**src/rtl/pingpong_bank_ctrl.sv**
```systemverilog
// Ping-pong line bank sequencer: camera-side write strobes, row address,
// and frame-gated bank swaps against the display vsync.
module pingpong_bank_ctrl #(
  parameter int ADDR_WIDTH = 10,
  parameter int MAX_ROWS   = 480,
  parameter int CNT_WIDTH  = 8
) (
  input  logic                  CLK,
  input  logic                  RST,
  input  logic                  iFVAL,
  input  logic                  iLVAL,
  input  logic                  iRD_VSYNC,
  output logic                  oWR_BANK,
  output logic                  oRD_BANK,
  output logic                  oWEA,
  output logic                  oWEB,
  output logic [ADDR_WIDTH-1:0] oCL_ROW,
  output logic                  oFRAME_DONE,
  output logic                  oSWAP,
  output logic                  oOVERFLOW,
  output logic [CNT_WIDTH-1:0]  oDROP_CNT
);

  localparam int RW = $clog2(MAX_ROWS + 1);
  localparam logic [RW-1:0] ROW_LIM = RW'(MAX_ROWS);

  typedef enum logic [1:0] {
    IDLE,
    WRITE,
    FULL,
    DROP
  } state_t;

  state_t state_q;
  state_t state_d;

  logic fval_q;
  logic lval_q;
  logic fval_rise;
  logic fval_fall;
  logic lval_fall;

  logic [RW-1:0] row_q;
  logic [RW-1:0] row_d;
  logic          swapped_q;
  logic          swapped_d;

  logic                  wr_bank_q;
  logic                  wea_q;
  logic                  wea_d;
  logic                  web_q;
  logic                  web_d;
  logic [ADDR_WIDTH-1:0] cl_row_q;
  logic [ADDR_WIDTH-1:0] cl_row_d;
  logic                  done_q;
  logic                  done_d;
  logic                  swap_q;
  logic                  swap_d;
  logic                  ovf_q;
  logic                  ovf_d;
  logic [CNT_WIDTH-1:0]  drop_q;
  logic [CNT_WIDTH-1:0]  drop_d;
  logic                  bank;

  assign fval_rise = iFVAL & ~fval_q;
  assign fval_fall = ~iFVAL & fval_q;
  assign lval_fall = ~iLVAL & lval_q;

  // Bank in effect when a strobe decided now reaches the RAM.
  assign bank = wr_bank_q ^ swap_q;

  always_comb begin
    state_d   = state_q;
    row_d     = row_q;
    swapped_d = swapped_q;
    wea_d     = 1'b0;
    web_d     = 1'b0;
    cl_row_d  = cl_row_q;
    done_d    = 1'b0;
    swap_d    = 1'b0;
    ovf_d     = ovf_q;
    drop_d    = drop_q;
    unique case (state_q)
      IDLE: begin
        if (fval_rise) begin
          state_d = WRITE;
          row_d   = '0;
          ovf_d   = 1'b0;
        end
      end
      WRITE: begin
        if (lval_fall) begin
          if (row_q < ROW_LIM) begin
            wea_d    = ~bank;
            web_d    = bank;
            cl_row_d = ADDR_WIDTH'(row_q);
            row_d    = row_q + 1'b1;
          end else begin
            ovf_d = 1'b1;
          end
        end
        if (fval_fall) begin
          done_d = 1'b1;
          if (iRD_VSYNC) begin
            swap_d  = 1'b1;
            state_d = IDLE;
          end else begin
            state_d = FULL;
          end
        end
      end
      FULL: begin
        if (iRD_VSYNC && fval_rise) begin
          swap_d  = 1'b1;
          state_d = WRITE;
          row_d   = '0;
          ovf_d   = 1'b0;
        end else if (iRD_VSYNC) begin
          swap_d  = 1'b1;
          state_d = IDLE;
        end else if (fval_rise) begin
          state_d   = DROP;
          swapped_d = 1'b0;
          if (drop_q != '1) begin
            drop_d = drop_q + 1'b1;
          end
        end
      end
      DROP: begin
        // Only one swap per full bank; afterwards nothing is pending.
        if (fval_fall) begin
          if (iRD_VSYNC && !swapped_q) begin
            swap_d  = 1'b1;
            state_d = IDLE;
          end else if (swapped_q) begin
            state_d = IDLE;
          end else begin
            state_d = FULL;
          end
        end else if (iRD_VSYNC && !swapped_q) begin
          swap_d    = 1'b1;
          swapped_d = 1'b1;
        end
      end
      default: state_d = IDLE;
    endcase
  end

  always_ff @(posedge CLK or posedge RST) begin
    if (RST) begin
      // Sampled edges start high so a frame in flight at reset is ignored.
      fval_q    <= 1'b1;
      lval_q    <= 1'b1;
      state_q   <= IDLE;
      row_q     <= '0;
      swapped_q <= 1'b0;
      wr_bank_q <= 1'b0;
      wea_q     <= 1'b0;
      web_q     <= 1'b0;
      cl_row_q  <= '0;
      done_q    <= 1'b0;
      swap_q    <= 1'b0;
      ovf_q     <= 1'b0;
      drop_q    <= '0;
    end else begin
      fval_q    <= iFVAL;
      lval_q    <= iLVAL;
      state_q   <= state_d;
      row_q     <= row_d;
      swapped_q <= swapped_d;
      wr_bank_q <= wr_bank_q ^ swap_q;
      wea_q     <= wea_d;
      web_q     <= web_d;
      cl_row_q  <= cl_row_d;
      done_q    <= done_d;
      swap_q    <= swap_d;
      ovf_q     <= ovf_d;
      drop_q    <= drop_d;
    end
  end

  assign oWR_BANK    = wr_bank_q;
  assign oRD_BANK    = ~wr_bank_q;
  assign oWEA        = wea_q;
  assign oWEB        = web_q;
  assign oCL_ROW     = cl_row_q;
  assign oFRAME_DONE = done_q;
  assign oSWAP       = swap_q;
  assign oOVERFLOW   = ovf_q;
  assign oDROP_CNT   = drop_q;

endmodule
```
**config.mk**
```make
export PLATFORM = sky130hd
export DESIGN_NAME = pingpong_bank_ctrl
export DESIGN_NICKNAME = d
export VERILOG_FILES = /design/src/rtl/pingpong_bank_ctrl.sv
export SDC_FILE = /design/constraint.sdc
export NUM_CORES = 1
export LEC_CHECK = 0
export CORE_MARGIN = 8
export CORE_UTILIZATION = 48
export CTS_BUF_LIST = sky130_fd_sc_hd__clkbuf_8
export DETAILED_ROUTE_END_ITERATION = 8
export PLACE_DENSITY = 0.83
export REMOVE_ABC_BUFFERS = 1
export SLEW_MARGIN = 10
export SYNTH_ARGS = -nofsm -noshare
export SYNTH_HDL_FRONTEND = slang
export SYNTH_SLANG_ARGS = --single-unit
```
**constraint.sdc**
```tcl
create_clock -name CLK -period 1.8 [get_ports CLK]
set_clock_uncertainty 0.1 [all_clocks]
set_input_delay 0.18 -clock CLK [delete_from_list [all_inputs] [get_ports CLK]]
set_output_delay 0.18 -clock CLK [all_outputs]
set_load 0.01 [all_outputs]
```
==> results of run 1 <==
[Yosys cell counts (all sizes together) (2+ instances only)]
master | n | area, um^2
xor2 | 2 | 17.52
nand3 | 4 | 20.02
and4 | 2 | 17.52
mux2 | 2 | 22.52
nor2b | 3 | 18.77
o31ai | 3 | 22.52
clkbuf | 2 | 7.510
and3 | 4 | 25.02
nor2 | 11 | 41.29
a31oi | 3 | 18.77
dfstp | 2 | 52.55
inv | 5 | 18.77
ha | 2 | 25.02
nand2 | 34 | 127.6
o21ai | 7 | 35.03
buf | 2 | 12.51
dfrtp | 35 | 875.8
xnor2 | 7 | 61.31
a22o | 2 | 17.52
a21oi | 3 | 15.01
nand4 | 5 | 31.28
nand2b | 3 | 18.77
[worst register-to-register path, delay by kind of cell (launching register included)]
| family | cells | cell delay [ns] |
|---|---|---|
| XOR/XNOR | 1 | 0.14 |
| buffers and inverters | 1 | 0.16 |
| flip-flops | 1 | 0.39 |
| AND/OR/NAND/NOR | 2 | 0.33 |
| adder cells (fa/ha/maj) | 1 | 0.21 |
| AO/OA/AOI/OAI | 1 | 0.29 |
[stage by stage]
step                      utilization  cell area (um^2)  total power [mW]  TNS [ns]
after global routing           0.6560              2155             2.273         0
after detailed placement       0.6240              2049             1.532    -1.344
after global placement         0.6240              2049             1.510   -0.7776
after CTS                      0.6549              2151             2.179         0
after floorplan                     -              1592             1.234  -0.05680
final                          0.6560              2155             2.157         0
[registers in the layout (all words and copies together) (netlist names)]
name,count
state_q,2
oWEB,1
oOVERFLOW,1
lval_q,1
oCL_ROW,9
swapped_q,1
fval_q,1
oWR_BANK,1
oFRAME_DONE,1
oWEA,1
oSWAP,1
oDROP_CNT,8
row_q,9
[final timing paths]
check	from	endpoint	slack, ns
max in group asynchronous	RST	fval_q	1.07
worst max register to register	oDROP_CNT[0]	oDROP_CNT[5]	0.08
min in group CLK	iLVAL	lval_q	0.25
worst max-delay path	oDROP_CNT[0]	oDROP_CNT[5]	0.08
worst min-delay path	RST	row_q[0]	0.19
worst min register to register	oCL_ROW[1]	oCL_ROW[1]	0.38
[timing repair]
item                                   CTS  global route
setup buffers                            0             0
gates resized for setup                  0             1
endpoints found under the hold margin    0             0
setup endpoints to repair                0             2
[kinds of logic (layout without fill, tap and decap cells)]
kind of cell               Yosys count  after routing  share of synthesized area
AOI/OAI and AO/OA                   23             23                    0.09861
xor gates and xnor gates             9              9                    0.04892
adders and majority gates            2              2                    0.01553
buffers and inverters                9             57                    0.02407
DFF                                 37             37                     0.5761
muxes                                2              2                    0.01397
other                                1              1                   0.002327
and+or+nand+nor                     72             72                     0.2205
[per-layer routing]
metal	up-vias	global-route usage	wire, um
met1	637	0.1472	1405
li1	622	-	-
met4	0	0.07982	70
met3	7	0.06604	287
met2	39	0.2490	1774
met5	-	0	0
[power groups by stage]
stage	Clock, mW	Combinational, mW	Sequential (mW)
6_report	0.643	0.522	0.993
5_1_grt	0.697	0.573	1.00
4_1_cts	0.656	0.530	0.994
3_5_place_dp	0	0.523	1.01
3_3_place_gp	0	0.508	1.00
2_1_floorplan	0	0.178	1.06
[final cells by class]
cell class,count,area [um^2]
Clock buffer,7,96.34
Clock inverter,1,5.005
Fill cell,275,1130
Inverter,5,18.77
Multi-Input combinational cell,109,644.4
Sequential cell,37,928.4
Tap cell,46,57.56
Timing Repair Buffer,44,404.1
==> run summary, run 1 <==
Post-synthesis sequential area ratio: 0.5761
Hold buffers post-CTS: 0
Final WS setup: 0.07629 ns
Switching share of power: 0.2808
Yosys warning total: 0
Sw Pwr: 0.6057 mW
Post-synth EDFFs: 0
FF+latch count, synth: 37
Crit path time final: 1.724 ns
Crit path buf inv count: 1
Die Wd: 73.94 um
Core Area: 0.003284 mm^2
Most common cell after layout, fill and taps aside: dfrtp_1
Port bufs: 28
Starting Density: 0.4907
Root Driver: clkbuf_8
Fmax: 580.1 MHz
# H-tree levels: 2
Initial antenna violation count: 0
Top delay family on crit path: flip-flops
P per Cell Area: 1001 mW/mm^2
Fin cells: 249
Synth cell types: 35
Synth Flop Type: dfrtp_1
CP Capture Type: flip-flop
Grt ovf: 0
WP data required: 1.88 ns
Total CTS buffers: 5
Int Pwr: 1.552 mW
WHS: 0.1893 ns
Maximum clock path buffer count: 2
CP Data Arrival Time: 1.81 ns
Global Route Usage Sum: 0.1469
Layout cells sized above 1: 0.1527
Slowest cell delay on critical path: 0.39 ns
Number of diodes: 0
Dpl ws: -0.2120 ns
Final net count: 209
# setup viols final: 0
Final period util: 0.9576
Most frequent cells in the layout: 35 x dfrtp_1, 34 x nand2_1, 28 x clkdlybuf4s50_1
Peak VDD IR: 0.5512 mV
Final wirelength: 3.537 mm
Cell row count: 21
Mapped Cells: 155
Endpoints failing hold: 0
CP startpoint kind: flip-flop
CP max stage cell: dfrtp_1
Clock-pin slew of the registers on the worst-case setup and hold paths: 0.07 ns
Gate power share: 0.242
Via count: 1,305
Avg Vias per Cell: 5.241
Netlist Area Pre-Place: 0.001612 mm^2
CTS tree: done
Leakage Power: 1.012 nW
Clock power frac: 0.298
Status: completed
DR pass1 iterations: 4
Clk Latency, worst-skew pair: 0.29 ns
Largest net degree at the start of global routing: 38
CP Depth: 6
Synthesized area per cell: 10.40 um^2
GP Congestion: 0.8168
Worst-path fanout max: 7
Worst setup path category: flip-flop to flip-flop
TritonCTS sink count: 37
Placed cell count: 241
First-pass GRT wire length: 6.037 mm
RSZ-0062 raised after global routing: false
Post-route ant nets: 0
Area growth from synthesis to layout: 33.70%
Async SR Flop Fraction: 1.000
Worst R2R Path Depth: 6
Worst min-delay path class: input pin to asynchronous set/reset pin
Max Slew Vio Count: 0
DR DRC count: 0
Flop pwr share: 0.460
Sequence of cells on the critical path: ha_1 > and3_1 > a211oi_4 > buf_6 > nand4_1 > xnor2_1
Die height: 73.94 um
DP Wirelength: 2.582 mm
Per-cell routed wire length: 14.20 um
Number of top-level pins: 30
Die Area: 0.005467 mm^2
Vias in the first global route: 1,343
Starting DRC count in detailed routing: 74
Maxcap violations: 0
(Power assumes the default switching activity.)
==> inputs of run 2 (changes only) <==
Settings changed: CORE_UTILIZATION 48 to 45, CTS_CLUSTER_SIZE set to 20, PLACE_DENSITY 0.83 to 0.79.
==> run summary, run 2 (synthesis results as in run 1) <==
Status: completed
Number of top-level pins: 30
Hold buffers post-CTS: 0
R2R Path Start: oDROP_CNT[0]
Core Util, Final: 0.6379
Core Area: 0.003390 mm^2
Clk Latency, worst-skew pair: 0.29 ns
Sw Pwr: 0.5991 mW
P per Cell Area: 1039 mW/mm^2
Maxcap violations: 0
CP startpoint kind: flip-flop
Root Driver: clkbuf_8
Starting DRC count in detailed routing: 47
DR DRC count: 0
Post-CTS setup buffer count: 0
WP data required: 1.88 ns
Worst R2R Path Depth: 6
R2R setup slack: 0.05 ns
Grt ovf: 0
Worst-path fanout max: 7
Crit path time final: 1.749 ns
Final net count: 208
Port bufs: 28
Register area: 928.4 um^2
Global Route Usage Sum: 0.1298
Final wirelength: 3.357 mm
Post-route ant nets: 0
Starting Density: 0.4755
Post-route cell area: 0.002162 mm^2
Die Wd: 75.85 um
CTS resizes: 0
Maximum clock path buffer count: 2
M1 WL: 1.373 mm
Vias in the first global route: 1,310
Placed Area: 0.002042 mm^2
Initial antenna violation count: 0
Critical Path Source: oDROP_CNT[0]
GP Congestion: 0.7961
Number of diodes: 0
Cell row count: 21
Most frequent cells in the layout: 35 x dfrtp_1, 34 x nand2_1, 28 x clkdlybuf4s50_1
Clock-pin slew of the registers on the worst-case setup and hold paths: 0.07 ns
Die height: 75.85 um
Clock power frac: 0.326
DR pass1 iterations: 4
Per-cell routed wire length: 13.54 um
Layout cells sized above 1: 0.1436
DP Wirelength: 2.452 mm
Switching share of power: 0.2667
Die Area: 0.005752 mm^2
Avg Vias per Cell: 5.242
WL met3: 246 um
CP Data Arrival Time: 1.83 ns
Via count: 1,300
Most common cell after layout, fill and taps aside: dfrtp_1
R2r endpoint: oDROP_CNT[3]
Peak VDD IR: 0.6447 mV
Fmax: 571.8 MHz
Top Metal Used: met4
Leakage Power: 1.015 nW
First-pass GRT wire length: 5.582 mm
Largest net degree at the start of global routing: 38
TritonCTS sink count: 37
# H-tree levels: 2
Worst setup path category: flip-flop to flip-flop
Gate power share: 0.232
Worst min-delay path class: input pin to asynchronous set/reset pin
# setup viols final: 0
Int Pwr: 1.648 mW
Flop pwr share: 0.442
Area growth from synthesis to layout: 34.16%
Max Slew Vio Count: 0
CTS tree: done
Fillers: 263
Endpoints failing hold: 0
CP Capture Type: flip-flop
Final period util: 0.9716
Multi-input gate area in the final layout: 644.4 um^2
Met2 wire len: 1.667 mm
WHS: 0.1852 ns
Total CTS buffers: 5
[run 2: critical path: stages, from the launching register on]
cell      delay [ns]
dfrtp_1         0.38
ha_1            0.24
and3_1          0.23
a211oi_4        0.26
buf_6           0.16
nand4_1         0.12
xnor2_1         0.15
[run 2: cell type report]
cell class / count / area share
clock buffers: 6 / 0.03819
clock inverters: 2 / 0.01563
inverters: 5 / 0.008681
multi-input cells: 109 / 0.2980
flip-flops and latches: 37 / 0.4294
well taps: 46 / 0.02662
repair buffers: 43 / 0.1834
[run 2: metal layers]
layer,up-vias,global-route usage
met3,8,0.04211
met4,0,0.07249
met2,39,0.2224
met1,632,0.1371
met5,-,0
li1,621,-
[run 2: stage by stage]
step / setup TNS (ns) / std cells / setup slack, ns / power (mW)
finish: 0 / 248 / 0.05104 / 2.247
global route: -0.02027 / 248 / -0.01046 / 2.358
CTS: 0 / 248 / 0.01020 / 2.269
detailed placement: -1.317 / 240 / -0.1869 / 1.534
global placement: -0.8264 / 240 / -0.1313 / 1.505
floorplan: -0.05680 / 151 / -0.05680 / 1.234
[run 2: worst max-delay path by stage]
stage                         to
global placement    oDROP_CNT[3]
floorplan           oDROP_CNT[1]
CTS                 oDROP_CNT[3]
finish              oDROP_CNT[3]
global route        oDROP_CNT[5]
detailed placement  oDROP_CNT[3]
[run 2: power by group through the flow]
stage,registers [mW],clock network (mW),logic (mW)
after floorplan,1.06,0,0.178
after global placement,1.00,0,0.503
after detailed placement,1.01,0,0.526
after CTS,0.994,0.745,0.530
after global routing,1.01,0.782,0.570
final,0.994,0.731,0.521
